==> src/rtl/bank_cmd_scheduler_if.sv <==
// bank_cmd_scheduler_if: request handshake and command bus between a requester, the scheduler and command_sender
// master: drives req_valid_in/req_write_in/req_addr_in/req_data_in, observes ready and command fields
// slave : the scheduler side, the mirror image of master
interface bank_cmd_scheduler_if #(
  parameter int BANK_GROUPS = 4,
  parameter int BANKS_PER_GROUP = 2,
  parameter int ROW_BITS = 8,
  parameter int COL_BITS = 4,
  parameter int PADDR_BITS = 64
);
  localparam int BG_W = $clog2(BANK_GROUPS);
  localparam int BA_W = $clog2(BANKS_PER_GROUP);
  logic req_valid_in;
  logic req_ready_out;
  logic req_write_in;
  logic [PADDR_BITS-1:0] req_addr_in;
  logic [7:0][63:0] req_data_in;
  logic valid_out;
  logic [2:0] cmd_out;
  logic [BG_W-1:0] bank_group_out;
  logic [BA_W-1:0] bank_out;
  logic [ROW_BITS-1:0] row_out;
  logic [COL_BITS-1:0] col_out;
  logic [7:0][63:0] val_out;
  modport master (
    output req_valid_in, req_write_in, req_addr_in, req_data_in,
    input req_ready_out, valid_out, cmd_out, bank_group_out, bank_out, row_out, col_out, val_out
  );
  modport slave (
    input req_valid_in, req_write_in, req_addr_in, req_data_in,
    output req_ready_out, valid_out, cmd_out, bank_group_out, bank_out, row_out, col_out, val_out
  );
endinterface

==> src/rtl/bank_cmd_scheduler.sv <==
// bank_cmd_scheduler: in-order open-page DRAM command scheduler feeding command_sender
// clk_in/rst_in: clock and synchronous active-high reset
// bus (slave): req_valid_in/req_ready_out handshake with req_write_in, req_addr_in, req_data_in;
//              valid_out strobe with cmd_out, bank_group_out, bank_out, row_out, col_out, val_out
module bank_cmd_scheduler #(
  parameter int ACTIVATION_LATENCY = 8,
  parameter int PRECHARGE_LATENCY = 5,
  parameter int BURST_GAP = 8,
  parameter int BANK_GROUPS = 4,
  parameter int BANKS_PER_GROUP = 2,
  parameter int ROW_BITS = 8,
  parameter int COL_BITS = 4,
  parameter int PADDR_BITS = 64
) (
  input logic clk_in,
  input logic rst_in,
  bank_cmd_scheduler_if.slave bus
);
  localparam int BG_W = $clog2(BANK_GROUPS);
  localparam int BA_W = $clog2(BANKS_PER_GROUP);
  localparam int IW = BG_W + BA_W;
  localparam int NB = BANK_GROUPS * BANKS_PER_GROUP;
  localparam int USED = COL_BITS + IW + ROW_BITS;
  localparam int MAX_AP = ACTIVATION_LATENCY > PRECHARGE_LATENCY ? ACTIVATION_LATENCY : PRECHARGE_LATENCY;
  localparam int MAX_LAT = MAX_AP > BURST_GAP ? MAX_AP : BURST_GAP;
  localparam int CW = $clog2(MAX_LAT);
  localparam logic [2:0] CMD_RD = 3'd0;
  localparam logic [2:0] CMD_WR = 3'd1;
  localparam logic [2:0] CMD_ACT = 3'd2;
  localparam logic [2:0] CMD_PRE = 3'd3;
  typedef enum logic [2:0] {IDLE, PRE, WAIT_PRE, ACT, WAIT_ACT, ACCESS, WAIT_BURST} state_t;
  state_t state;
  logic [CW-1:0] cnt;
  logic write_q;
  logic [NB-1:0] bank_open;
  logic [NB-1:0][ROW_BITS-1:0] bank_row;
  logic [COL_BITS-1:0] a_col;
  logic [BA_W-1:0] a_ba;
  logic [BG_W-1:0] a_bg;
  logic [ROW_BITS-1:0] a_row;
  logic [IW-1:0] a_idx;
  logic [IW-1:0] idx;
  logic unused_addr;
  assign a_col = bus.req_addr_in[COL_BITS-1:0];
  assign a_ba = bus.req_addr_in[COL_BITS +: BA_W];
  assign a_bg = bus.req_addr_in[COL_BITS+BA_W +: BG_W];
  assign a_row = bus.req_addr_in[COL_BITS+IW +: ROW_BITS];
  assign a_idx = {a_bg, a_ba};
  assign idx = {bus.bank_group_out, bus.bank_out};
  assign unused_addr = ^bus.req_addr_in[PADDR_BITS-1:USED];
  assign bus.req_ready_out = state == IDLE;
  // WAIT_* states are entered one cycle after the command, so the counter is
  // loaded with latency-2 and the exit happens on the cycle it reads zero.
  always_ff @(posedge clk_in) begin
    if (rst_in) begin
      state <= IDLE;
      cnt <= '0;
      write_q <= 1'b0;
      bank_open <= '0;
      bus.valid_out <= 1'b0;
      bus.cmd_out <= '0;
      bus.bank_group_out <= '0;
      bus.bank_out <= '0;
      bus.row_out <= '0;
      bus.col_out <= '0;
      bus.val_out <= '0;
    end else begin
      bus.valid_out <= 1'b0;
      case (state)
        IDLE: if (bus.req_valid_in) begin
          bus.col_out <= a_col;
          bus.bank_out <= a_ba;
          bus.bank_group_out <= a_bg;
          bus.row_out <= a_row;
          bus.val_out <= bus.req_data_in;
          write_q <= bus.req_write_in;
          bus.valid_out <= 1'b1;
          if (!bank_open[a_idx]) begin
            state <= ACT;
            bus.cmd_out <= CMD_ACT;
          end else if (bank_row[a_idx] == a_row) begin
            state <= ACCESS;
            bus.cmd_out <= bus.req_write_in ? CMD_WR : CMD_RD;
          end else begin
            state <= PRE;
            bus.cmd_out <= CMD_PRE;
          end
        end
        PRE: begin
          bank_open[idx] <= 1'b0;
          cnt <= CW'(PRECHARGE_LATENCY - 2);
          state <= WAIT_PRE;
        end
        WAIT_PRE: if (cnt == '0) begin
          state <= ACT;
          bus.valid_out <= 1'b1;
          bus.cmd_out <= CMD_ACT;
        end else cnt <= cnt - 1'b1;
        ACT: begin
          bank_open[idx] <= 1'b1;
          bank_row[idx] <= bus.row_out;
          cnt <= CW'(ACTIVATION_LATENCY - 2);
          state <= WAIT_ACT;
        end
        WAIT_ACT: if (cnt == '0) begin
          state <= ACCESS;
          bus.valid_out <= 1'b1;
          bus.cmd_out <= write_q ? CMD_WR : CMD_RD;
        end else cnt <= cnt - 1'b1;
        ACCESS: begin
          cnt <= CW'(BURST_GAP - 2);
          state <= WAIT_BURST;
        end
        WAIT_BURST: if (cnt == '0) state <= IDLE;
        else cnt <= cnt - 1'b1;
        default: state <= IDLE;
      endcase
    end
  end
endmodule
==> src/flat_wrapper.sv <==
// flat-port wrapper written by rule: the top's interface ports become plain ports
module bank_cmd_scheduler_flat 
#(
  parameter int ACTIVATION_LATENCY = 8,
  parameter int PRECHARGE_LATENCY = 5,
  parameter int BURST_GAP = 8,
  parameter int BANK_GROUPS = 4,
  parameter int BANKS_PER_GROUP = 2,
  parameter int ROW_BITS = 8,
  parameter int COL_BITS = 4,
  parameter int PADDR_BITS = 64
)
  (clk_in, rst_in, bus_req_valid_in, bus_req_write_in, bus_req_addr_in, bus_req_data_in, bus_req_ready_out, bus_valid_out, bus_cmd_out, bus_bank_group_out, bus_bank_out, bus_row_out, bus_col_out, bus_val_out);
  bank_cmd_scheduler_if #(.BANK_GROUPS(BANK_GROUPS), .BANKS_PER_GROUP(BANKS_PER_GROUP), .ROW_BITS(ROW_BITS), .COL_BITS(COL_BITS), .PADDR_BITS(PADDR_BITS)) bus_i ();
  input logic clk_in;
  input logic rst_in;
  input wire logic [$bits(bus_i.req_valid_in)-1:0] bus_req_valid_in;
  input wire logic [$bits(bus_i.req_write_in)-1:0] bus_req_write_in;
  input wire logic [$bits(bus_i.req_addr_in)-1:0] bus_req_addr_in;
  input wire logic [$bits(bus_i.req_data_in)-1:0] bus_req_data_in;
  output wire logic [$bits(bus_i.req_ready_out)-1:0] bus_req_ready_out;
  output wire logic [$bits(bus_i.valid_out)-1:0] bus_valid_out;
  output wire logic [$bits(bus_i.cmd_out)-1:0] bus_cmd_out;
  output wire logic [$bits(bus_i.bank_group_out)-1:0] bus_bank_group_out;
  output wire logic [$bits(bus_i.bank_out)-1:0] bus_bank_out;
  output wire logic [$bits(bus_i.row_out)-1:0] bus_row_out;
  output wire logic [$bits(bus_i.col_out)-1:0] bus_col_out;
  output wire logic [$bits(bus_i.val_out)-1:0] bus_val_out;
  assign bus_i.req_valid_in = bus_req_valid_in;
  assign bus_i.req_write_in = bus_req_write_in;
  assign bus_i.req_addr_in = bus_req_addr_in;
  assign bus_i.req_data_in = bus_req_data_in;
  assign bus_req_ready_out = bus_i.req_ready_out;
  assign bus_valid_out = bus_i.valid_out;
  assign bus_cmd_out = bus_i.cmd_out;
  assign bus_bank_group_out = bus_i.bank_group_out;
  assign bus_bank_out = bus_i.bank_out;
  assign bus_row_out = bus_i.row_out;
  assign bus_col_out = bus_i.col_out;
  assign bus_val_out = bus_i.val_out;
  bank_cmd_scheduler #(.ACTIVATION_LATENCY(ACTIVATION_LATENCY), .PRECHARGE_LATENCY(PRECHARGE_LATENCY), .BURST_GAP(BURST_GAP), .BANK_GROUPS(BANK_GROUPS), .BANKS_PER_GROUP(BANKS_PER_GROUP), .ROW_BITS(ROW_BITS), .COL_BITS(COL_BITS), .PADDR_BITS(PADDR_BITS)) u_core (.clk_in(clk_in), .rst_in(rst_in), .bus(bus_i));
endmodule
==> config.mk <==
export PLATFORM = sky130hd
export DESIGN_NAME = bank_cmd_scheduler_flat
export DESIGN_NICKNAME = d
export VERILOG_FILES = /design/src/rtl/bank_cmd_scheduler_if.sv /design/src/rtl/bank_cmd_scheduler.sv /design/src/flat_wrapper.sv
export SDC_FILE = /design/constraint.sdc
export NUM_CORES = 1
export LEC_CHECK = 0
export BUFFER_PORTS_ARGS = -buffer_cell sky130_fd_sc_hd__buf_2
export CAP_MARGIN = 40
export CORE_AREA = 2 2 429 431
export DETAILED_ROUTE_END_ITERATION = 10
export DIE_AREA = 0 0 431 433
export HOLD_SLACK_MARGIN = 0.08
export PLACE_DENSITY = 0.38
export SLEW_MARGIN = 10
export SYNTH_ARGS = -nofsm -noshare
export SYNTH_HDL_FRONTEND = slang
export SYNTH_SLANG_ARGS = --single-unit
==> constraint.sdc <==
create_clock -name clk_in -period 3.5 [get_ports clk_in]
set_clock_uncertainty 0.15 [all_clocks]
set_input_delay 0.175 -clock clk_in [delete_from_list [all_inputs] [get_ports clk_in]]
set_output_delay 0.175 -clock clk_in [all_outputs]
set_load 0.005 [all_outputs]
# Word-level counts from Yosys, hierarchy flattened
# Cells that the tools add are included.
word_totals:
  ff_bits: 610
  input_bits: 580
  output_inout_bits: 532
classes:
  addsub: 1
  n_lt_le_gt_ge: 3
  n_eq_ne: 12
  muxes: 30
  bitwise: 4
  n_reduce_logical: 14
op_table:
  columns: ["cell", "n"]
  rows:
  - ["64-bit bitwise mux", 1]
  - ["3-bit two-way mux", 12]
  - ["8-bit binary-select mux with 3-bit select", 1]
  - ["8-bit demux with 3-bit select", 1]
  - ["3-bit one-hot mux with 7 select lines", 1]
  - ["3-bit one-hot mux with 3 select lines", 2]
  - ["8-bit two-way mux", 2]
  - ["8-bit one-hot mux with 2 select lines", 1]
  - ["3-bit equality test, second input constant", 3]
  - ["8-bit AND", 1]
  - ["8-bit equality test", 1]
  - ["3-bit by 4-bit less-than comparator with 1-bit output, second input constant", 2]
  - ["8-bit NOT", 1]
  - ["8-bit bitwise OR", 1]
  - ["4-bit AND reduction", 2]
  - ["3-bit by 2-bit equality test with 1-bit output, second input constant", 2]
  - ["3-bit logical NOT", 2]
  - ["1-bit two-way mux", 6]
  - ["2-bit by 1-bit inequality test with 1-bit output, second input constant", 3]
  - ["2-bit AND reduction", 3]
  - ["3-bit nonzero test", 2]
  - ["2-bit inequality test, second input constant", 2]
  - ["2-bit OR reduction", 2]
  - ["1-bit binary-select mux with 3-bit select", 1]
  - ["other kinds (9)", 9]

# Depth between registers and ports, before layout
# Gate-level depths: netlist of the first run.
logic_depth:
  ltp_word: 7
  ltp_mapped: 8
  mapped_depth_nobuf: 8

# Worst setup path after synthesis of the first run
# No wires, ideal clock.
synth_path:
  path_kind: "register to register"
  startpoint: "reg u_core.state[0]"
  endpoint: "reg u_core.bank_row[16] (netlist bit), enable pin"
  setup_ns: 0.383
  t_arrival_ns: 1.826
  t_required_ns: 2.967
  path_slack_ns: 1.141
  path_stages_with_launch: 5
  n_path_buf: 1
  cell_sequence: "dfxtp_1 > clkbuf_1 > nand3b_1 > or3b_2 > nor3_1"
synth_via:
  elab_chain_len: 2
synth_lines:
  columns: ["element", "line_no", "rtl"]
  rows:
  - ["start: declaration", "bank_cmd_scheduler.sv:32", "state_t state;"]
  - ["start signal: assignment", "bank_cmd_scheduler.sv:56", "state <= IDLE;"]
  - ["start signal: assignment", "bank_cmd_scheduler.sv:79", "state <= ACT;"]
  - ["start signal: assignment", "bank_cmd_scheduler.sv:82", "state <= ACCESS;"]
  - ["3-bit by 2-bit equality test with 1-bit output", "bank_cmd_scheduler.sv:69", "case (state)"]
  - ["2-bit AND reduction (no source line)", null, null]
  - ["end signal: indexed assignment", "bank_cmd_scheduler.sv:101", "bank_row[idx] <= bus.row_out;"]
  - ["end: declaration", "bank_cmd_scheduler.sv:36", "logic [NB-1:0][ROW_BITS-1:0] bank_row;"]
# Every way passes these cells.
# A chain may end at the register's enable or synchronous reset.

# Final worst setup path of the first run
layout_path:
  startpoint: "reg u_core.bank_row[52] (netlist bit)"
  endpoint: "reg u_core.bus.cmd_out[0]"
layout_via:
  elab_chain_len: 7
layout_lines:
  columns: ["element", "line_no", "rtl"]
  rows:
  - ["8-bit binary-select mux with 3-bit select", "bank_cmd_scheduler.sv:81", "end else if (bank_row[a_idx] == a_row) begin"]
  - ["8-bit two-way mux (not written as such)", "bank_cmd_scheduler.sv:81", null]
  - ["8-bit equality test", "bank_cmd_scheduler.sv:81", null]
  - ["3-bit two-way mux", "bank_cmd_scheduler.sv:81", null]
  - ["3-bit two-way mux", "bank_cmd_scheduler.sv:78", "if (!bank_open[a_idx]) begin"]
  - ["3-bit two-way mux", "bank_cmd_scheduler.sv:70", "IDLE: if (bus.req_valid_in) begin"]
  - ["3-bit one-hot mux with 3 select lines", "bank_cmd_scheduler.sv:69", null]
  - ["end signal: assignment", "bank_cmd_scheduler.sv:83", "bus.cmd_out <= bus.req_write_in ? CMD_WR : CMD_RD;"]
  - ["end signal: assignment", "bank_cmd_scheduler.sv:108", "bus.cmd_out <= write_q ? CMD_WR : CMD_RD;"]
  - ["end: declaration", "bank_cmd_scheduler_if.sv:31", "output req_ready_out, valid_out, cmd_out, bank_group_out, bank_out, row_out, col_out, val_out"]
# Every way passes these cells. The select of a mux whose other input is x is not followed.

==> flow_metrics.py, run 1 <==
metrics = {
    "yosys": {
        "synth_mux_area_share_pct": 2.74,
        "synth_top_cell_area_share_pct": 50.9,
        "seq_area_frac_synth_pct": 59.9,
        "synthSimpleGateAreaFrac_pct": 20.2,
        "synth_top_family_by_area": "simple AND/OR/NAND/NOR gates",
        "synth_fp_nets": 3119,
        "synth-seq-cells": 609,
        "synthDistinctLibCells": 40,
        "yosysMostFrequentCell": "nand2_1",
        "ys_async_sr_fraction_pct": 0,
        "ys.flop_type": "dfxtp_1",
        "synthAdderAreaFrac_pct": 0.117,
        "ys_top_cells_by_count": "nand2_1, dfxtp_1, a21oi_1",
        "syn_inst": 2537,
        "synth_xor_area_share_pct": 0.327,
        "synth_compound_area_share_pct": 13.2,
        "synth.area.top_cells": "dfxtp_1, nand2_1, a21oi_1",
        "synth-edff-count": 64,
        "syn_area_per_cell_um2": 8.45,
        "syn_area_um2": 21400,
        "yosys.area.top_type": "dfxtp_1",
        "ys_warn_count": 0,
    },
    "power": {
        "p_leak_nw": 18.3,
        "power_density_nw_per_um2": 544,
        "ir_worst_vdd_mv": 0.420,
    },
    "clock_tree": {
        "worstSkewPairLatency_ns": 0.70,
        "cts_made_buffers": 78,
        "clk_pin_slew_worst_paths_ns": 0.06,
        "cts-root-buf": "clkbuf_16",
        "clock_path_buffers": 3,
        "cts_tree": "yes",
        "cts_setup_buffers": 0,
        "clock_sinks": 609,
        "h-tree-depth": 3,
    },
    "sta": {
        "rsz0062_at_grt": "no",
        "min_period_ns": 3.29,
        "drv_slew": 0,
        "setup_viol": 0,
        "post-route-period-util_pct": 94.1,
        "hold_violations": 0,
        "max_freq_mhz": 304,
        "setup_tns_ns": 0,
        "slew_headroom_pct": 43.6,
        "finalWorstSetupSlack_ns": 0.206,
        "worst_pin_slew_ns": 0.847,
    },
    "worst_setup_path": {
        "cp-end-kind": "flip-flop",
        "rrSetupSlack_ns": 0.21,
        "arrival_ns": 3.73,
        "cp_max_fo": 2,
        "reg2reg_from": "u_core.bank_row[52]",
        "required_ns": 3.94,
        "reg2regPathDepth": 8,
        "startpoint_type": "flip-flop",
        "r2r-end": "u_core.bus.cmd_out[0]",
        "path_class": "reg2reg",
        "cp-startpoint": "u_core.bank_row[52]",
    },
    "final_layout": {
        "drive_above_1_share_pct": 27.4,
        "area_delta_synth_final_pct": 96.6,
        "fillCellCount": 20100,
        "fin_area_um2": 42100,
        "layout.nets": 5099,
    },
    "global_routing": {
        "grt_pass1_vias": 25200,
        "grt_usage_pct": 12.5,
        "grt_start_max_net_pins": 155,
        "grt_remaining_overflow": 0,
        "grt_pass1_wl_mm": 171,
        "antenna_found_initial": 32,
    },
    "placed_design": {
        "placed_area_um2": 29700,
        "dpl_worst_slack_ns": 0.751,
        "routabilityCongestion": 0.879,
        "io_buffers": 1061,
        "hpwl_mm": 90.4,
    },
    "floorplan": {
        "chipWidth_um": 431,
        "die_h_um": 433,
        "row_count": 157,
        "boundaryPins": 1112,
        "fp.coreArea_um2": 182000,
        "die-area_um2": 187000,
        "start_util_pct": 11.8,
    },
    "hold_path": {
        "hold_path.class": "in2reg",
        "hold_path_depth": 4,
        "min_from": "bus_req_data_in[285]",
        "hold_end": "u_core.bus.val_out[285]",
    },
    "routing": {
        "routed_via_density": 3.62,
        "drt_first_pass_iters": 5,
        "antenna_left": 0,
        "drc": 0,
        "vias": 25300,
        "routedWlPerCell_um": 17.7,
        "wl_mm": 123,
        "dr.first_iter.drc_count": 1471,
    },
    "run_status": {
        "status": "complete, no violations",
    },
    "job": {
        "cap_violations": 0,
    },
}
-- worst max-delay path, stage by stage, from the launching register on --
cell and delay [ns]:
edfxtp_1 0.33, mux2i_1 0.06, mux4_2 0.49, xnor2_1 0.21
nor4_2 0.34, dlygate4sd3_1 0.64, nand2_1 0.07, dlygate4sd3_1 0.61
o311a_1 0.29
-- registers in the layout (all words and copies together), names as in the netlist, named ones only --
register                   count
u_core.bus.val_out           512
u_core.bank_row               64
u_core.bus.row_out             8
u_core.bus.col_out             4
u_core.cnt                     3
u_core.state                   3
u_core.bus.bank_group_out      2
u_core.bus.cmd_out             2
u_core.bus.bank_out            1
u_core.bus.valid_out           1
u_core.write_q                 1
-- how the worst max path moves through the flow --
stage	end	slack, ns	depth (start not counted)
after floorplan	u_core.bank_row[16]	1.14	4
after global placement	u_core.bus.cmd_out[0]	0.74	7
after detailed placement	u_core.bus.cmd_out[0]	0.75	7
after CTS	u_core.bus.cmd_out[0]	0.22	8
after global routing	u_core.bus.cmd_out[0]	0.05	8
final	u_core.bus.cmd_out[0]	0.21	8
-- cell usage in the layout (no fill, tap or decap), types with 4 or more instances in the layout --
cell	Yosys	final
nor3_1	6	5
mux4_1	6	6
nand2_1	1071	1070
buf_2	2	1060
clkbuf_8	0	15
dlygate4sd3_1	0	975
clkinv_2	0	8
diode_2	0	14
xnor2_1	8	8
edfxtp_1	64	64
nand3b_1	6	6
a21oi_1	540	540
buf_4	1	36
nor2_1	26	26
bufinv_16	0	6
clkbuf_1	183	24
buf_12	1	19
mux2i_1	25	25
clkinv_16	0	4
mux4_2	8	8
clkbuf_16	0	78
dfxtp_1	545	545
nand2b_1	6	6
-- cell type report --
type                       count  area [µm²]  share of cell area [%]
clock buffer                 117        2250                    5.33
clock inverter                28         455                    1.08
timing repair buffer        2091       15700                    37.3
tap                         2385        2980                    7.08
inverter                       3        11.3                  0.0267
multi-input combinational   1734        7850                    18.6
antenna                       14        35.0                  0.0831
sequential                   609       12800                    30.4
-- through the flow --
step           power (mW)  cells  hold WS (ns)  util (%)
4_1_cts              23.3   6967        0.0803      23.1
5_1_grt              24.2   6974         0.103      23.1
3_3_place_gp         13.5   5847         0.267      16.3
6_report             22.9   6981         0.157      23.1
3_5_place_dp         13.5   5847         0.270      16.3
2_1_floorplan        10.8   2537         0.161         -
-- kinds of logic (layout without fill, tap and decap cells) --
kind of cell	count (synthesis)	in the layout
xor+xnor	8	8
fa+ha+maj	2	2
flops	609	609
simple gates	1128	1128
mux	39	39
other cells	1	15
buf+inv	194	2239
compound gates	556	556
-- metal layers --
metal / share of wire [%] / routed length [µm] / GRT usage (%) / up-vias
li1: - / - / - / 12300
met5: 0.025 / 31 / 0 / -
met4: 3.7 / 4560 / 4.49 / 6
met1: 43 / 52600 / 15.7 / 12000
met3: 7.9 / 9800 / 4.40 / 207
met2: 46 / 56400 / 19.6 / 797
-- report_power, final --
part	total [mW]	internal, mW	switching, mW
clock network	8.48	4.97	3.51
logic	5.98	2.61	3.37
registers	8.47	7.95	0.523
-- repair_timing --
action | CTS | global route
resized for setup | 0 | 0
hold buffers | 975 | 0
endpoints found under the hold margin | 545 | 0
No activity file was read; power rests on OpenSTA's default activity.
==> inputs of run 2 (changes only) <==
- ABC_AREA: not set -> 1
- CORE_AREA: 2 2 429 431 -> 2 2 436 438
- CTS_BUF_LIST: not set -> sky130_fd_sc_hd__clkbuf_4
- DIE_AREA: 0 0 431 433 -> 0 0 438 440
==> run 2 against run 1 <==
Against the previous run: the flow now stops in clock tree synthesis; area after synthesis grew 1.6%; synthesized cell count grew 6.9%.
==> flow_metrics.py, run 2 <==
metrics = {
    "run_status": {
        "status": "stopped before the end",
        "stop_stage": "clock tree synthesis",
        "error_line": "[ERROR RSZ-0060] Max buffer count reached.",
    },
    "floorplan": {
        "boundaryPins": 1112,
        "chipWidth_um": 438,
        "row_count": 160,
        "die_h_um": 440,
        "start_util_pct": 11.5,
    },
    "yosys": {
        "ys.flop_type": "dfxtp_1",
        "syn_inst": 2711,
        "syn_area_per_cell_um2": 8.03,
        "synth-edff-count": 64,
        "ys_async_sr_fraction_pct": 0,
        "yosys.area.top_type": "dfxtp_1",
        "synth_top_cell_area_share_pct": 50.1,
        "ys_top_cells_by_count": "nand2_1, dfxtp_1, a21oi_1",
        "seq_area_frac_synth_pct": 58.9,
        "synth_fp_nets": 3293,
        "synth-seq-cells": 609,
        "synthDistinctLibCells": 32,
        "synth.area.top_cells": "dfxtp_1, nand2_1, a21oi_1",
        "syn_area_um2": 21800,
        "yosysMostFrequentCell": "nand2_1",
        "ys_warn_count": 0,
    },
    "placed_design": {
        "routabilityCongestion": 0.853,
        "io_buffers": 1061,
        "hpwl_mm": 103,
    },
    "clock_tree": {
        "clock_path_buffers": 3,
        "cts_made_buffers": 188,
        "cts-root-buf": "clkbuf_4",
        "cts-resized-gates": 0,
        "cts_setup_buffers": 0,
        "h-tree-depth": 4,
        "ctsHoldBuffers": 1291,
        "clock_sinks": 609,
    },
}
-- run 2: cell count changes after synthesis, sizes merged, moves of 14 or more --
| cell | delta |
|---|---|
| nand3 | +49 |
| mux2i | -25 |
| inv | +68 |
| o21ai | +21 |
| clkbuf | -70 |
| mux4 | -14 |
| buf | +71 |
| nand2 | +102 |
-- run 2: kinds of logic after synthesis --
| family | share of synthesized area [%] |
|---|---|
| simple gates | 22.2 |
| flops | 58.9 |
| other cells | 0.0172 |
| xor+xnor | 0.0402 |
| compound gates | 13.4 |
| fa+ha+maj | 0.115 |
| buf+inv | 5.29 |
-- run 2: through the flow --
stage          hold WS [ns]  worst slack, ns  utilization (%)  cells  instance area (µm²)
3_3_place_gp          0.274            0.941             15.8   6132                29900
2_1_floorplan         0.168             1.48                -   2711                21800
3_5_place_dp          0.279            0.912             15.8   6132                29900
==> inputs of run 3 (changes only) <==
- CORE_AREA: 2 2 436 438 -> 2 2 438 440
- CTS_BUF_LIST: sky130_fd_sc_hd__clkbuf_4 -> not set
- DIE_AREA: 0 0 438 440 -> 0 0 440 442
- HOLD_SLACK_MARGIN: 0.08 -> not set
- PLACE_DENSITY: 0.38 -> not set
- PLACE_DENSITY_LB_ADDON: not set -> 0.15
==> run 3 against run 2 <==
Against the previous run: the flow now finishes without violations; area after synthesis is the same; synthesized cell count did not move.
==> flow_metrics.py, run 3 <==
metrics = {
    "floorplan": {
        "fp.coreArea_um2": 190000,
        "boundaryPins": 1112,
        "row_count": 160,
        "start_util_pct": 11.5,
        "die_h_um": 442,
        "chipWidth_um": 440,
        "die-area_um2": 194000,
    },
    "worst_setup_path": {
        "startpoint_type": "flip-flop",
        "arrival_ns": 3.40,
        "required_ns": 3.96,
        "cp_max_fo": 35,
        "path_class": "reg2reg",
        "cp-end-kind": "flip-flop",
    },
    "yosys": {
        "synth_top_family_by_area": "simple AND/OR/NAND/NOR gates",
        "synthDistinctLibCells": 32,
        "ys.flop_type": "dfxtp_1",
        "synth_top_cell_area_share_pct": 50.1,
        "synth_compound_area_share_pct": 13.4,
        "yosys.area.top_type": "dfxtp_1",
        "yosysMostFrequentCell": "nand2_1",
        "synth-edff-count": 64,
        "synth-seq-cells": 609,
        "synth_xor_area_share_pct": 0.0402,
        "synth_fp_nets": 3293,
        "synth.area.top_cells": "dfxtp_1, nand2_1, a21oi_1",
        "syn_area_per_cell_um2": 8.03,
        "seq_area_frac_synth_pct": 58.9,
        "ys_top_cells_by_count": "nand2_1, dfxtp_1, a21oi_1",
        "syn_area_um2": 21800,
        "synth_mux_area_share_pct": 0,
        "synthSimpleGateAreaFrac_pct": 22.2,
        "syn_inst": 2711,
        "ys_async_sr_fraction_pct": 0,
        "synthAdderAreaFrac_pct": 0.115,
        "ys_warn_count": 0,
    },
    "sta": {
        "rsz0062_at_grt": "no",
        "setup_tns_ns": 0,
        "slew_headroom_pct": 22.9,
        "min_period_ns": 2.94,
        "post-route-period-util_pct": 83.9,
        "max_freq_mhz": 340,
        "whs_ns": 0.105,
        "hold_violations": 0,
        "drv_slew": 0,
        "worst_pin_slew_ns": 1.16,
        "setup_viol": 0,
    },
    "global_routing": {
        "antenna_found_initial": 20,
        "grt_usage_pct": 13.4,
        "grt_remaining_overflow": 0,
        "grt_pass1_vias": 24700,
        "grt_start_max_net_pins": 152,
        "grt_pass1_wl_mm": 187,
        "busiest_layer": "met2",
        "grt_use_met1_pct": 15.6,
        "use_met3_pct": 4.63,
        "grt_util_met2_pct": 22.6,
    },
    "clock_tree": {
        "worstSkewPairLatency_ns": 0.69,
        "clk_pin_slew_worst_paths_ns": 0.06,
        "cts-root-buf": "clkbuf_16",
        "cts_made_buffers": 85,
        "h-tree-depth": 3,
        "clock_path_buffers": 3,
        "clock_sinks": 609,
        "cts_tree": "yes",
    },
    "power": {
        "p_comb_share_pct": 28.6,
        "p_leak_nw": 17.0,
        "p_sw_mw": 8.71,
        "power_density_nw_per_um2": 636,
        "seq_power_share_pct": 36.5,
        "clockPowerShare_pct": 34.9,
        "ir_worst_vdd_mv": 0.412,
        "p_int_mw": 15.8,
        "netSwitchingFraction_pct": 35.6,
    },
    "routing": {
        "wl_mm": 134,
        "drc": 0,
        "routedWlPerCell_um": 19.5,
        "antenna_left": 0,
        "routed_via_density": 3.52,
        "drt_first_pass_iters": 6,
        "vias": 24300,
        "dr.first_iter.drc_count": 1424,
    },
    "final_layout": {
        "final_common_cell": "nand2_1",
        "top_register": "u_core.bus.val_out",
        "layout_common_cells": "nand2_1, buf_2, dlygate4sd3_1",
        "drive_above_1_share_pct": 28.4,
        "area_delta_synth_final_pct": 76.9,
        "layout.nets": 4887,
        "fin_cells": 6890,
        "reg_top3": "u_core.bus.val_out (512), u_core.bank_row (64), u_core.bus.row_out (8)",
        "largest_reg_flops": 512,
        "fin_area_um2": 38500,
    },
    "hold_path": {
        "hold_path.class": "in2reg",
    },
    "placed_design": {
        "routabilityCongestion": 0.933,
        "placed_area_um2": 29900,
        "dpl.cell_count": 6136,
        "io_buffers": 1061,
        "hpwl_mm": 102,
    },
    "run_status": {
        "status": "complete, no violations",
    },
    "job": {
        "cap_violations": 0,
    },
}
run 3: cell counts after synthesis:
Identical to the previous run, type by type.
run 3: logic make-up after synthesis:
| family | after synthesis |
|---|---|
| other | 1 |
| DFF | 609 |
| adders and majority gates | 2 |
| buffers and inverters | 264 |
| and+or+nand+nor | 1259 |
| xor gates and xnor gates | 1 |
| AOI/OAI and AO/OA | 575 |
run 3: layout make-up:
class | instances | area [µm²]
Antenna cell | 8 | 20.0
Clock buffer | 125 | 2420
Clock inverter | 28 | 273
Fill cell | 21600 | 151000
Inverter | 72 | 278
Multi-Input combinational cell | 1838 | 7810
Sequential cell | 609 | 12800
Tap cell | 2511 | 3140
Timing Repair Buffer | 1699 | 11800
run 3: metal layers:
layer  up-vias  wire [µm]
li1      11900          -
met1     11500      53700
met2       681      65400
met3       159      10900
met4         4       4240
met5         -         26
run 3: through the flow:
step                      worst slack (ns)  utilization (%)  power [mW]
after global routing                 0.316             20.3        26.0
after CTS                            0.456             20.3        25.1
final                                0.562             20.3        24.5
after detailed placement             0.960             15.8        15.5
after floorplan                       1.48                -        12.0
after global placement               0.979             15.8        15.5
run 3: repair_timing:
action / CTS / global route
gates resized for setup: 0 / 0
buffers inserted: 0 / 0
hold endpoints to repair: 533 / 0
hold buffers: 593 / 0
run 3: power by group through the flow:
stage          Sequential (mW)  Clock, mW  Combinational (mW)
2_1_floorplan             9.01          0                3.00
3_3_place_gp              9.04          0                6.48
3_5_place_dp              9.06          0                6.47
4_1_cts                   8.93       8.93                7.20
5_1_grt                   9.07       9.18                7.75
6_report                  8.94       8.56                7.00
run 3: worst paths after layout:
| path | cells past startpoint | startpoint | slack (ns) | end |
|---|---|---|---|---|
| worst min-delay path | 4 | bus_req_data_in[366] | 0.10 | u_core.bus.val_out[366] |
| worst min register to register | 2 | u_core.bus.val_out[207] | 0.31 | u_core.bus.val_out[207] |
| worst max-delay path | 10 | u_core.state[2] | 0.56 | u_core.bus.val_out[487] |
| worst max register to register | 10 | u_core.state[2] | 0.56 | u_core.bus.val_out[487] |
run 3: worst max-delay path, stage by stage, from the launching register on:
cell and delay [ns]:
dfxtp_1 0.39, nor2_4 0.16, inv_2 0.05, nor2_4 0.18, nand2_8 0.24, inv_8 0.26, buf_12 0.23, buf_4 0.30
nand2_1 0.13, a21oi_1 0.15, dlygate4sd3_1 0.57
